$ cat config.mk
export PLATFORM = sky130hd
export DESIGN_NAME = fifo_wr_arbiter
export DESIGN_NICKNAME = d
export VERILOG_FILES = /design/src/rtl/fifo_arb_pkg.sv /design/src/rtl/fifo_wr_arbiter_rr_pick.sv /design/src/rtl/fifo_wr_arbiter.sv
export SDC_FILE = /design/constraint.sdc
export NUM_CORES = 1
export LEC_CHECK = 0
export ABC_AREA = 1
export BUFFER_PORTS_ARGS = -buffer_cell sky130_fd_sc_hd__buf_4
export CAP_MARGIN = 20
export CORE_MARGIN = 2
export CORE_UTILIZATION = 30
export CTS_BUF_LIST = sky130_fd_sc_hd__clkbuf_4 sky130_fd_sc_hd__clkbuf_8
export CTS_CLUSTER_DIAMETER = 200
export CTS_CLUSTER_SIZE = 10
export DETAILED_ROUTE_END_ITERATION = 16
export MAX_ROUTING_LAYER = met4
export PLACE_DENSITY_LB_ADDON = 0.05
export SYNTH_ARGS = -nofsm -noshare
export SYNTH_HDL_FRONTEND = slang
export SYNTH_HIERARCHICAL = 1
export SYNTH_SLANG_ARGS = --single-unit
$ cat constraint.sdc
create_clock -name clk -period 2.2 [get_ports clk]
set_clock_uncertainty 0.1 [all_clocks]
set_input_delay 0.11 -clock clk [delete_from_list [all_inputs] [get_ports clk]]
set_output_delay 0.11 -clock clk [all_outputs]
set_load 0.02 [all_outputs]
$ cat src/rtl/fifo_arb_pkg.sv
// Shared types and helpers for the FIFO write-port arbiter.
package fifo_arb_pkg;

  localparam int MAX_REQ = 16;
  localparam int IDX_W   = 4;

  typedef enum logic {
    IDLE  = 1'b0,
    GRANT = 1'b1
  } arb_state_e;

  function automatic logic [MAX_REQ-1:0] idx_to_onehot(input logic [IDX_W-1:0] idx);
    logic [MAX_REQ-1:0] oh;
    oh      = '0;
    oh[idx] = 1'b1;
    return oh;
  endfunction

  // Lowest set bit wins if more than one bit is set.
  function automatic logic [IDX_W-1:0] onehot_to_idx(input logic [MAX_REQ-1:0] oh);
    logic [IDX_W-1:0] idx;
    idx = '0;
    for (int i = MAX_REQ - 1; i >= 0; i--) begin
      if (oh[i]) idx = IDX_W'(i);
    end
    return idx;
  endfunction

endpackage

$ cat src/rtl/fifo_wr_arbiter_rr_pick.sv
// Combinational round-robin search: first requester at or after start_i, wrapping mod NREQ.
module rr_pick #(
  parameter int NREQ = 4,
  parameter int IW   = (NREQ > 1) ? $clog2(NREQ) : 1
) (
  input  logic [NREQ-1:0] req_i,
  input  logic [IW-1:0]   start_i,
  output logic            found_o,
  output logic [IW-1:0]   winner_o
);

  // Walk the search order backwards so the earliest candidate overwrites later ones.
  always_comb begin
    found_o  = 1'b0;
    winner_o = '0;
    for (int k = NREQ - 1; k >= 0; k--) begin
      logic [IW-1:0] idx_w;
      idx_w = IW'((int'(start_i) + k) % NREQ);
      if (req_i[idx_w]) begin
        found_o  = 1'b1;
        winner_o = idx_w;
      end
    end
  end

endmodule

$ cat src/rtl/fifo_wr_arbiter.sv
// Round-robin burst arbiter sharing one FIFO write port between NREQ producers.
module fifo_wr_arbiter
  import fifo_arb_pkg::*;
#(
  parameter int NREQ  = 4,
  parameter int WIDTH = 8,
  parameter int BURST = 4
) (
  input  logic                  clk,
  input  logic                  resetn,
  input  logic [NREQ-1:0]       req,
  input  logic [NREQ*WIDTH-1:0] din,
  input  logic                  full,
  output logic [NREQ-1:0]       ack,
  output logic [NREQ-1:0]       gnt,
  output logic                  we,
  output logic [WIDTH-1:0]      datain,
  output logic                  busy
);

  localparam int IW = (NREQ > 1) ? $clog2(NREQ) : 1;
  localparam int CW = (BURST > 1) ? $clog2(BURST) : 1;

  // Handshake: requester i presents valid via req[i] with din stable;
  // ack[i] marks the cycle its word is written; req may drop before ack.

  arb_state_e      state_q;
  logic [NREQ-1:0] gnt_q;
  logic [IW-1:0]   last_q;
  logic [CW-1:0]   cnt_q;

  logic [IW-1:0]   start_d;
  logic            found_d;
  logic [IW-1:0]   winner_d;
  logic            owner_req;
  logic            burst_done;
  logic            release_d;

  // Both IDLE and release searches begin just after the previous owner.
  assign start_d = (last_q == IW'(NREQ - 1)) ? '0 : last_q + 1'b1;

  rr_pick #(
    .NREQ (NREQ),
    .IW   (IW)
  ) u_pick (
    .req_i    (req),
    .start_i  (start_d),
    .found_o  (found_d),
    .winner_o (winner_d)
  );

  assign ack        = gnt_q & req & {NREQ{~full}};
  assign we         = |ack;
  assign owner_req  = |(gnt_q & req);
  assign burst_done = we && (cnt_q == CW'(BURST - 1));
  assign release_d  = (state_q == GRANT) && (burst_done || !owner_req);

  always_comb begin
    datain = '0;
    for (int i = 0; i < NREQ; i++) begin
      if (gnt_q[i]) datain = datain | din[i*WIDTH +: WIDTH];
    end
  end

  always_ff @(posedge clk or negedge resetn) begin
    if (!resetn) begin
      state_q <= IDLE;
      gnt_q   <= '0;
      last_q  <= IW'(NREQ - 1);
      cnt_q   <= '0;
    end else begin
      case (state_q)
        IDLE: begin
          if (found_d) begin
            gnt_q   <= NREQ'(idx_to_onehot(IDX_W'(winner_d)));
            last_q  <= winner_d;
            cnt_q   <= '0;
            state_q <= GRANT;
          end
        end
        GRANT: begin
          if (release_d) begin
            cnt_q <= '0;
            if (found_d) begin
              gnt_q  <= NREQ'(idx_to_onehot(IDX_W'(winner_d)));
              last_q <= winner_d;
            end else begin
              gnt_q   <= '0;
              state_q <= IDLE;
            end
          end else if (we) begin
            cnt_q <= cnt_q + 1'b1;
          end
        end
        default: begin
          state_q <= IDLE;
          gnt_q   <= '0;
        end
      endcase
    end
  end

  assign gnt  = gnt_q;
  assign busy = (state_q == GRANT);

endmodule
**Word level (Yosys, flattened, before mapping)**

Cells that the tools add are included.

- Register bits: 9
- Latch bits: 0
- Memory bits (writable): 0
- Bits in read-only memories: 0
- Bits of input ports: 39
- Output and inout bits: 18
- Logic and storage cells: 73
- Memories: 0

- Add/subtract/negate cells: 5
- Multipliers: 0
- Divide/modulo/power cells: 0
- $lt $le $gt $ge: 6
- Eq/ne operators: 5
- Shift operators: 0
- Multiplexer cells: 37
- Bitwise logic cells: 7
- Reduce and logical (&&, ||, !) cells: 9

Operators with widths:

| kind | number |
|---|---|
| $mux W8 | 4 |
| $or A8 B8 Y8 | 3 |
| $mux W2 | 10 |
| $lt A2 B3 Y1 const B | 4 |
| $mux W4 | 3 |
| $mux W1 | 11 |
| $and A4 B4 Y4 | 2 |
| $bmux W1 S2 | 4 |
| $pmux W2 S2 | 2 |
| $pmux W4 S2 | 1 |
| $reduce_or A4 Y1 | 2 |
| $add A2 B1 Y2 const B | 3 |
| $lt A2 B5 Y1 const B | 1 |
| $add A2 B2 Y2 const B | 2 |
| $eq A2 B2 Y1 const B | 2 |
| $reduce_and A2 Y1 | 2 |
| $logic_and A1 B1 Y1 | 3 |
| $ne A3 B2 Y1 const B | 1 |
| $demux W1 S2 | 1 |
| $ge A2 B1 Y1 const B | 1 |
| $ne A2 B1 Y1 const B | 1 |
| $ne A2 B2 Y1 const B | 1 |
| $not A1 Y1 | 2 |
| $pmux W1 S2 | 1 |
| other kinds (2) | 2 |

**Longest topological paths before layout**

Gate-level depths: netlist of run 1.

- Word-level depth: 16
- Gate-level depth with buffers: 14
- Mapped depth without buffers: 14

**Modules after synthesis**

Netlist of run 1, hierarchy kept.

Modules (own cells, without submodules):

| module | times used | cells each | area an instance (sq um) | seq. area each (sq um) |
|---|---|---|---|---|
| fifo_wr_arbiter | 1 | 104 | 732.0 | 227.7 |
| rr_pick | 1 | 46 | 212.7 | 0.0 |

**Least setup slack after synthesis of run 1**

Ideal clock, no wire load.

- Path type: register to register
- Start point: reg last_q[0]
- End point: reg cnt_q[1]
- Setup time: 0.117 ns
- Arrival time: 1.706 ns
- Data required time: 1.983 ns
- Path slack: 0.277 ns
- Stages on the path, launching flop included: 14
- Buffers on the path: 1
- Clock period less this slack: 1.923 ns
- Cells stage by stage: dfstp_2 > ha_1 > nor2_1 > buf_6 > nand2_2 > and2_4 > a21oi_1 > nand2_1 > inv_1 > nand2_1 > nand2_1 > nor2_1 > nand2_1 > nand2_1

- Cells in the longest elaborated chain, start to end: 11
- Elaborated cells on any way between the ends: 20
- Those cells by class: add/sub: 4; eq/ne: 2; mux: 13; reduce/logical: 1

RTL lines:

| element | line | text |
|---|---|---|
| start: declaration | fifo_wr_arbiter.sv:29 | `logic [IW-1:0] last_q;` |
| start signal: assignment | fifo_wr_arbiter.sv:69 | `last_q <= IW'(NREQ - 1);` |
| start signal: assignment | fifo_wr_arbiter.sv:76 | `last_q <= winner_d;` |
| start signal: assignment | fifo_wr_arbiter.sv:86 | `last_q <= winner_d;` |
| $add A2 B1 Y2 / $eq A2 B2 Y1 (equally long branches) | fifo_wr_arbiter.sv:40 | `assign start_d = (last_q == IW'(NREQ - 1)) ? '0 : last_q + 1'b1;` |
| $mux W2 * | fifo_wr_arbiter.sv:40 |  |
| named net start_d[0] | fifo_wr_arbiter.sv:32 | `logic [IW-1:0] start_d;` |
| $add A2 B2 Y2 | fifo_wr_arbiter_rr_pick.sv:18 | `idx_w = IW'((int'(start_i) + k) % NREQ);` |
| $bmux W1 S2 | fifo_wr_arbiter_rr_pick.sv:19 | `if (req_i[idx_w]) begin` |
| $mux W1 (implied by the code) | fifo_wr_arbiter_rr_pick.sv:19 |  |
| $mux W1 (3 in series) | fifo_wr_arbiter_rr_pick.sv:19 |  |
| $mux W1 * | fifo_wr_arbiter_rr_pick.sv:19 |  |
| named net found_d | fifo_wr_arbiter.sv:33 | `logic found_d;` |
| $ne A2 B2 Y1 (no source line) * | - |  |
| $reduce_and A2 Y1 (no source line) * | - |  |
| end signal: assignment | fifo_wr_arbiter.sv:92 | `cnt_q <= cnt_q + 1'b1;` |
| end: declaration | fifo_wr_arbiter.sv:30 | `logic [CW-1:0] cnt_q;` |

The timed path passes the listed nets; every way through them passes the cells marked *. The select of a mux whose other input is x is not followed.
A chain may end at the register's enable or synchronous reset.

**Worst setup path in the final report of run 1**

- Start point: reg last_q[0]
- End point: reg cnt_q[0]

The elaborated chain is that of the path after synthesis.

==> results of run 1 <==
-- worst register-to-register path: cells and delay by family (launching register included) --
kind / cells / cell delay [ns]
buffers and inverters: 2 / 0.24
AOI/OAI and AO/OA: 1 / 0.14
and+or+nand+nor: 9 / 0.92
adders and majority gates: 1 / 0.20
DFF: 1 / 0.38
-- per-layer routing --
layer  up-vias  global-route usage (%)  wire, µm
li1        593                       -         -
met2        35                   34.32      1552
met4         0                   4.444         0
met1       526                   16.91      1229
met5         -                       -         0
met3         0                   2.814       179
-- final cells by class --
| type | count | area (µm²) |
|---|---|---|
| tap | 44 | 55.05 |
| multi-input combinational | 122 | 615.6 |
| fill | 330 | 1589 |
| inverter | 14 | 53.80 |
| clock buffer | 4 | 30.03 |
| sequential | 9 | 227.7 |
| timing repair buffer | 60 | 456.7 |
-- sequential cells by signal (all words and copies together) (netlist names) --
register	count
gnt	4
busy	1
last_q	2
cnt_q	2
-- path summary, 6_finish.rpt --
check	end	slack, ns	depth (start not counted)
setup / recovery	cnt_q[0]$_DFFE_PN0P_	0.14	13
hold / removal	gnt[3]$_DFFE_PN0P_	0.10	2
setup reg to reg	cnt_q[0]$_DFFE_PN0P_	0.14	13
hold reg to reg	last_q[1]$_DFFE_PN1P_	0.38	2
max in group asynchronous	last_q[1]$_DFFE_PN1P_	1.68	2
min in group clk	busy$_DFF_PN0_	0.17	5
-- synth_stat cells (all sizes together) --
cell	count	share of area, %
nand2	81	38
inv	13	5.2
nand4	11	7.3
nor2	10	4.0
nand3	8	4.2
dfrtp	7	19
o21ai	6	5.2
buf	5	6.0
a21oi	2	1.5
dfstp	2	5.6
ha	2	2.6
a21boi	1	0.79
and2	1	0.93
clkinv	1	0.53
-- kinds of logic after synthesis --
group                      synth area share [%]
and+or+nand+nor                           54.17
DFF                                       24.11
adders and majority gates                 2.649
AOI/OAI and AO/OA                         7.418
buffers and inverters                     11.65
-- power groups by stage --
stage | Combinational (mW) | Sequential [mW] | Clock [mW]
after floorplan | 1.10 | 0.322 | 0
after global placement | 1.43 | 0.356 | 0
after detailed placement | 1.47 | 0.357 | 0
after CTS | 1.47 | 0.357 | 0.148
after global routing | 1.68 | 0.368 | 0.161
final | 1.50 | 0.356 | 0.141
-- what timing repair did --
item / CTS / global route
setup endpoints to repair: 0 / 4
endpoints found under the hold margin: 9 / 0
buffers inserted: 0 / 0
hold buffers: 1 / 0
gates resized for setup: 0 / 4
==> impl_metrics.toml, run 1 <==
[drt]
drtIter0Drc = 34
wl_per_cell_um = 11.70
vias = 1154
drt-pass1-iter-count = 4
drc_errors = 0
detail-route-antenna-nets = 0
via_per_inst = 4.561
routed_wl_mm = 2.961

[synthesis]
synthCells = 150
syn-num-nets = 191
ys_warn_count = 6
syn_area_per_cell_um2 = 6.298
synth.distinct_cells = 20
ys_ff_latch = 9
synth_area_um2 = 944.7
yosysSeqAreaShare_pct = 24.11

[clock_tree]
cts.sinks = 9
path_clk_slew_ns = 0.06
numCtsBuffers = 3
clockRootBuffer = "clkbuf_4"
clk_path_buf_depth = 2
cts_tree = "yes"
cts_max_level = 1
clk_latency_ns = 0.26

[floorplan]
dieArea_um2 = 3614
rows = 20
die_w_um = 60.12
core_um2 = 3028
ioPinCount = 57
initial_utilization_pct = 31.20
fp.dieH_um = 60.12

[worst_hold_path]
worstHoldPathType = "input pin to async pin"

[setup_path]
r2r_start = "last_q[0]$_DFFE_PN1P_"
crit_path_max_incr_delay_ns = 0.38
cp-startpoint = "last_q[0]$_DFFE_PN1P_"
startpoint_type = "flip-flop"
cp_top_family = "simple AND/OR/NAND/NOR gates"
arrival_ns = 2.11
worst-path-max-fanout = 8
path_cells = "ha_1, nor2_2, buf_6, nand2_2, and2_4, a21oi_1, nand2_1, inv_1, nand2_1, nand2_1, nor2_1, nand2_1, nand2_1"
end_kind = "flip-flop"
critical_path_class = "flip-flop to flip-flop"
crit_path_top_delay_cell = "dfstp_2"
cpMostUsedCell = "nand2_1"
crit_required_ns = 2.25
crit_buf_inv = 2

[placement]
place.gp.congestion = 0.7767
dp_cells = 248
dp_hpwl_mm = 2.409
dpl-instance-area_um2 = 1386
port_buffers = 56
dpl_worst_slack_ns = 0.09550

[timing]
worst_slew_pin_slew_ns = 0.4433
finalHoldViolCount = 0
period_share_pct = 93.64
setup_ws_ns = 0.1400
slew_headroom_pct = 70.44
tns_ns = 0
whs_ns = 0.1048
period_minus_slack_ns = 2.060
setup_viol = 0
maxSlewViolCount = 0
fmax_ghz = 0.4854

[cells_and_area]
antennaDiodeCount = 0
final_cell_area_um2 = 1439
final_core_utilization_pct = 47.52
drive_above_1_share_pct = 41.15
final_cells = 253
area_growth_pct = 52.32
finalNetCount = 251
final_common_cell = "nand2_1"
layout_common_cells = "70 x nand2_1, 58 x buf_4, 12 x inv_1, 11 x nand4_1"

[power_and_ir_drop]
power_mw = 1.999
peakVddDrop_uv = 738.7
p_leak_nw = 0.8051
power_switching_mw = 1.071
power.density_nw_per_um2 = 1389
seq_power_share_pct = 17.8
pwr-share-clk_pct = 7.0
p_comb_share_pct = 75.1
p_int_mw = 0.9281
p_sw_share_pct = 53.58

[global_route]
grt_pass1_vias = 1084
antenna_found_initial = 0
grt_max_degree = 12
grt_pass1_wl_mm = 4.567
grt-ovfl-total = 0
grt_util_all_layers_pct = 17.26

[run_status]
status = "complete, no violations"

[run]
maxCapViolCount = 0
Note: power is estimated with default switching activity, not from simulation.
==> run 2, diff against run 1 <==
--- a/config.mk
+++ b/config.mk
@@ -14,8 +14,9 @@
 export CTS_CLUSTER_DIAMETER = 200
 export CTS_CLUSTER_SIZE = 10
 export DETAILED_ROUTE_END_ITERATION = 16
+export GPL_ROUTABILITY_DRIVEN = 0
 export MAX_ROUTING_LAYER = met4
-export PLACE_DENSITY_LB_ADDON = 0.05
+export PLACE_DENSITY = 0.61
 export SYNTH_ARGS = -nofsm -noshare
 export SYNTH_HDL_FRONTEND = slang
 export SYNTH_HIERARCHICAL = 1
==> run 2 against run 1 <==
Compared with the run above: wire length fell by 12%; sequential power down 12%; total power shrank 2.6%; utilization grew 0.17 points; largest power group unchanged.
==> impl_metrics.toml, run 2 (synthesis results as in run 1) <==
[run_status]
status = "complete, no violations"

[setup_path]
startpoint_type = "flip-flop"
arrival_ns = 2.12
end_kind = "flip-flop"
crit_path_top_delay_cell = "dfstp_2"
cpMostUsedCell = "nand2_1"
path_cells = "ha_1, nor2_2, buf_4, o21ai_1, nor2_1, nand2_1, inv_1, nand2_1, nand2_1, nor2_1, nand2_1, nand2_1"
crit_path_max_incr_delay_ns = 0.54
worst-path-max-fanout = 8
critical_path_class = "flip-flop to flip-flop"
crit_required_ns = 2.29

[power_and_ir_drop]
power_switching_mw = 1.019
pwr-share-clk_pct = 7.0
p_int_mw = 0.9274
p_sw_share_pct = 52.36
p_leak_nw = 0.8136
peakVddDrop_uv = 595.2
seq_power_share_pct = 16.1
p_comb_share_pct = 76.9
power.density_nw_per_um2 = 1348

[cells_and_area]
n_fill_cell = 293
final_cell_area_um2 = 1444
area_growth_pct = 52.85
antennaDiodeCount = 0
multi_input_area_um2 = 609.3
final_common_cell = "nand2_1"
finalNetCount = 253
drive_above_1_share_pct = 40.76
largest_reg_flops = 4
layout_common_cells = "70 x nand2_1, 61 x buf_4, 12 x inv_1, 11 x nand4_1, 9 x nor2_1"
regArea_um2 = 227.7

[global_route]
grt_util_all_layers_pct = 15.14
grt_pass1_wl_mm = 4.043
grt-ovfl-total = 0
grt_pass1_vias = 1010
grt_max_degree = 12
antenna_found_initial = 0

[timing]
rsz0062_at_grt = "false"
period_minus_slack_ns = 2.025
slew_headroom_pct = 73.20
finalHoldViolCount = 0
tns_ns = 0
period_share_pct = 92.05
setup_viol = 0
maxSlewViolCount = 0
worst_slew_pin_slew_ns = 0.4020
fmax_ghz = 0.4938

[clock_tree]
clk_path_buf_depth = 2
postCtsSetupRepairBufs = 0
cts_tree = "yes"
clockRootBuffer = "clkbuf_4"
cts.sinks = 9
cts_max_level = 1
path_clk_slew_ns = 0.06
numCtsBuffers = 3
clk_latency_ns = 0.26

[drt]
drc_errors = 0
drtIter0Drc = 34
wl_per_cell_um = 10.27
via_per_inst = 4.533
drt-pass1-iter-count = 4
vias = 1156
routed_wl_mm = 2.620
detail-route-antenna-nets = 0

[worst_hold_path]
worstHoldPathType = "input pin to async pin"

[run]
maxCapViolCount = 0

[floorplan]
fp.dieH_um = 60.12
dieArea_um2 = 3614
core_um2 = 3028
rows = 20
initial_utilization_pct = 31.20
die_w_um = 60.12
ioPinCount = 57

[placement]
dpl-instance-area_um2 = 1401
port_buffers = 56
dp_hpwl_mm = 2.229
==> run 2: critical path: cells and delay by family, from the launching register on <==
kind                       cells  cell delay [ns]
and+or+nand+nor                8             0.74
DFF                            1             0.54
buffers and inverters          2             0.22
AOI/OAI and AO/OA              1             0.20
adders and majority gates      1             0.16
==> run 2: final cells by class <==
cell class                 instances  share of cell area, %
inverter                          14                  3.726
tap                               44                  3.813
timing repair buffer              62                  32.41
sequential                         9                  15.77
multi-input combinational        122                  42.20
clock buffer                       4                  2.080
==> run 2: path summary, 6_finish.rpt <==
kind / slack (ns) / cells after the start / endpoint / start
worst max-delay path: 0.17 / 12 / cnt_q[1]$_DFFE_PN0P_ / last_q[0]$_DFFE_PN1P_
worst min-delay path: 0.10 / 2 / gnt[3]$_DFFE_PN0P_ / resetn
worst max register to register: 0.17 / 12 / cnt_q[1]$_DFFE_PN0P_ / last_q[0]$_DFFE_PN1P_
worst min register to register: 0.39 / 2 / last_q[1]$_DFFE_PN1P_ / last_q[1]$_DFFE_PN1P_
max in group asynchronous: 1.68 / 2 / last_q[0]$_DFFE_PN1P_ / resetn
min in group clk: 0.16 / 5 / busy$_DFF_PN0_ / req[3]
==> run 2: stage by stage <==
| step | power [mW] | cells | utilization (%) | hold WS, ns | setup slack [ns] |
|---|---|---|---|---|---|
| after detailed placement | 1.814 | 250 | 46.28 | -0.1612 | 0.1518 |
| after global routing | 2.177 | 255 | 47.69 | 0.09614 | 0.02404 |
| after floorplan | 1.418 | 150 | - | -0.2856 | 0.2768 |
| final | 1.946 | 255 | 47.69 | 0.1039 | 0.1749 |
| after CTS | 1.961 | 255 | 47.60 | 0.09976 | 0.1405 |
| after global placement | 1.794 | 250 | 46.28 | -0.1618 | 0.1912 |
==> run 2: what timing repair did <==
item                                   in CTS  in global routing
setup endpoints to repair                   0                  2
gates resized for setup                     0                  1
endpoints found under the hold margin       9                  0
hold buffers                                1                  0
==> run 2: power groups by stage <==
stage | clock network [mW] | registers [mW] | logic, mW
finish | 0.137 | 0.314 | 1.50
global route | 0.158 | 0.322 | 1.70
CTS | 0.143 | 0.314 | 1.50
detailed placement | 0 | 0.317 | 1.50
global placement | 0 | 0.316 | 1.48
floorplan | 0 | 0.322 | 1.10
==> run 2: metal layers <==
metal / vias to the layer above / part of all wire [%] / global-route usage, %
li1: 598 / - / -
met1: 505 / 36 / 13.46
met2: 51 / 52 / 30.12
met3: 2 / 12 / 5.411
met4: 0 / 0.31 / 2.857
met5: - / 0 / -
==> run 3, diff against run 2 <==
--- a/config.mk
+++ b/config.mk
@@ -12,11 +12,11 @@
 export CORE_UTILIZATION = 30
 export CTS_BUF_LIST = sky130_fd_sc_hd__clkbuf_4 sky130_fd_sc_hd__clkbuf_8
 export CTS_CLUSTER_DIAMETER = 200
-export CTS_CLUSTER_SIZE = 10
+export CTS_CLUSTER_SIZE = 28
 export DETAILED_ROUTE_END_ITERATION = 16
 export GPL_ROUTABILITY_DRIVEN = 0
 export MAX_ROUTING_LAYER = met4
-export PLACE_DENSITY = 0.61
+export PLACE_DENSITY = 0.56
 export SYNTH_ARGS = -nofsm -noshare
 export SYNTH_HDL_FRONTEND = slang
 export SYNTH_HIERARCHICAL = 1
==> run 3 against run 2 <==
Compared with the run above: fmax shrank 0.52%; worst setup slack lost 0.011 ns; final cell count shrank 0.78%; utilization shrank 0.58 points; die area is the same.
==> impl_metrics.toml, run 3 (synthesis results as in run 1) <==
[cells_and_area]
largest_reg_flops = 4
drive_above_1_share_pct = 40.19
n_fill_cell = 309
antennaDiodeCount = 0
final_common_cell = "nand2_1"
layout_common_cells = "70 x nand2_1, 59 x buf_4, 11 x nand4_1, 11 x inv_1, 10 x nor2_1"
final_cells = 253
area_growth_pct = 50.99
finalNetCount = 251

[clock_tree]
cts_max_level = 1
cts.sinks = 9
clk_path_buf_depth = 2
clk_latency_ns = 0.26
clockRootBuffer = "clkbuf_4"
numCtsBuffers = 3
path_clk_slew_ns = 0.06
cts_tree = "yes"

[setup_path]
r2r_start = "last_q[0]$_DFFE_PN1P_"
worstSetupEndpoint = "cnt_q[1]$_DFFE_PN0P_"
startpoint_type = "flip-flop"
rr_endpoint = "cnt_q[1]$_DFFE_PN0P_"
arrival_ns = 2.08
critical_path_class = "flip-flop to flip-flop"
reg2regPathDepth = 14
reg2reg_setup_slack_ns = 0.16
crit_required_ns = 2.25
cp-startpoint = "last_q[0]$_DFFE_PN1P_"
end_kind = "flip-flop"
worst-path-max-fanout = 11

[drt]
drt-pass1-iter-count = 4
wl_per_cell_um = 10.73
drtIter0Drc = 51
detail-route-antenna-nets = 0
drc_errors = 0
via_per_inst = 4.597
vias = 1163
routed_wl_mm = 2.714

[placement]
port_buffers = 56
dp_cells = 248
dp_hpwl_mm = 2.252

[global_route]
grt_max_degree = 12
grt-ovfl-total = 0
antenna_found_initial = 0
grt_util_all_layers_pct = 15.19
grt_pass1_vias = 987
grt_pass1_wl_mm = 4.050

[power_and_ir_drop]
p_int_mw = 0.9069
p_leak_nw = 0.8017
peakVddDrop_uv = 711.0
power.density_nw_per_um2 = 1354
p_comb_share_pct = 74.7
p_sw_share_pct = 53.04
power_switching_mw = 1.025
seq_power_share_pct = 18.2
pwr-share-clk_pct = 7.1

[timing]
rsz0062_at_grt = "false"
slew_headroom_pct = 71.39
period_minus_slack_ns = 2.036
fmax_ghz = 0.4912
whs_ns = 0.1114
worst_slew_pin_slew_ns = 0.4292
maxSlewViolCount = 0
setup_viol = 0
finalHoldViolCount = 0
period_share_pct = 92.53
tns_ns = 0

[floorplan]
initial_utilization_pct = 31.20
fp.dieH_um = 60.12
ioPinCount = 57
core_um2 = 3028
die_w_um = 60.12
rows = 20
dieArea_um2 = 3614

[worst_hold_path]
worstHoldPathType = "input pin to async pin"

[run_status]
status = "complete, no violations"

[run]
maxCapViolCount = 0
-- run 3: layer usage --
layer  track usage [%]  routed length, µm
met4             3.810                  0
met5                 -                  0
met3             3.463                297
met2             29.19               1324
met1             15.16               1092
-- run 3: stage by stage --
step	utilization (%)	area [µm²]	worst slack, ns	power [mW]
after floorplan	-	944.7	0.2768	1.418
after global placement	45.79	1386	0.1802	1.782
after detailed placement	45.79	1386	0.1202	1.803
after CTS	47.11	1426	0.09611	1.949
after global routing	47.11	1426	0.01507	2.128
final	47.11	1426	0.1643	1.931
-- run 3: final cells by class --
class / count / area, µm² / share of cell area, %
Multi-Input combinational cell: 122 / 606.8 / 42.54
Timing Repair Buffer: 60 / 452.9 / 31.75
Sequential cell: 9 / 227.7 / 15.96
Tap cell: 44 / 55.05 / 3.860
Inverter: 14 / 53.80 / 3.772
Clock buffer: 4 / 30.03 / 2.105
-- run 3: worst min-delay path by stage --
stage	slack [ns]	end	startpoint	cells past startpoint
6_report	0.11	cnt_q[0]$_DFFE_PN0P_	resetn	2
5_1_grt	0.11	cnt_q[1]$_DFFE_PN0P_	resetn	2
2_1_floorplan	-0.29	busy$_DFF_PN0_	resetn	0
4_1_cts	0.10	cnt_q[1]$_DFFE_PN0P_	resetn	2
3_3_place_gp	-0.16	cnt_q[0]$_DFFE_PN0P_	resetn	1
3_5_place_dp	-0.16	cnt_q[1]$_DFFE_PN0P_	resetn	1
-- run 3: critical path, cell delays in order, from the launching register on --
cell     delay, ns
dfstp_2       0.54
ha_1          0.14
nor2_1        0.04
buf_4         0.16
inv_2         0.08
nand2_1       0.06
and2_4        0.14
a21oi_1       0.11
nand2_1       0.08
inv_1         0.07
nand2_1       0.11
nand2_1       0.11
nor2_1        0.06
nand2_1       0.06
nand2_1       0.05
-- run 3: repair_timing --
action,CTS,global route
endpoints found under the setup margin,0,4
gates resized for setup,0,1
buffers inserted,0,0
hold buffers,1,0
hold endpoints to repair,9,0
-- run 3: power groups by stage --
stage | registers [mW] | logic [mW] | clock network [mW]
6_report | 0.352 | 1.44 | 0.138
5_1_grt | 0.365 | 1.61 | 0.156
4_1_cts | 0.357 | 1.45 | 0.143
3_5_place_dp | 0.359 | 1.44 | 0
3_3_place_gp | 0.355 | 1.43 | 0
2_1_floorplan | 0.322 | 1.10 | 0
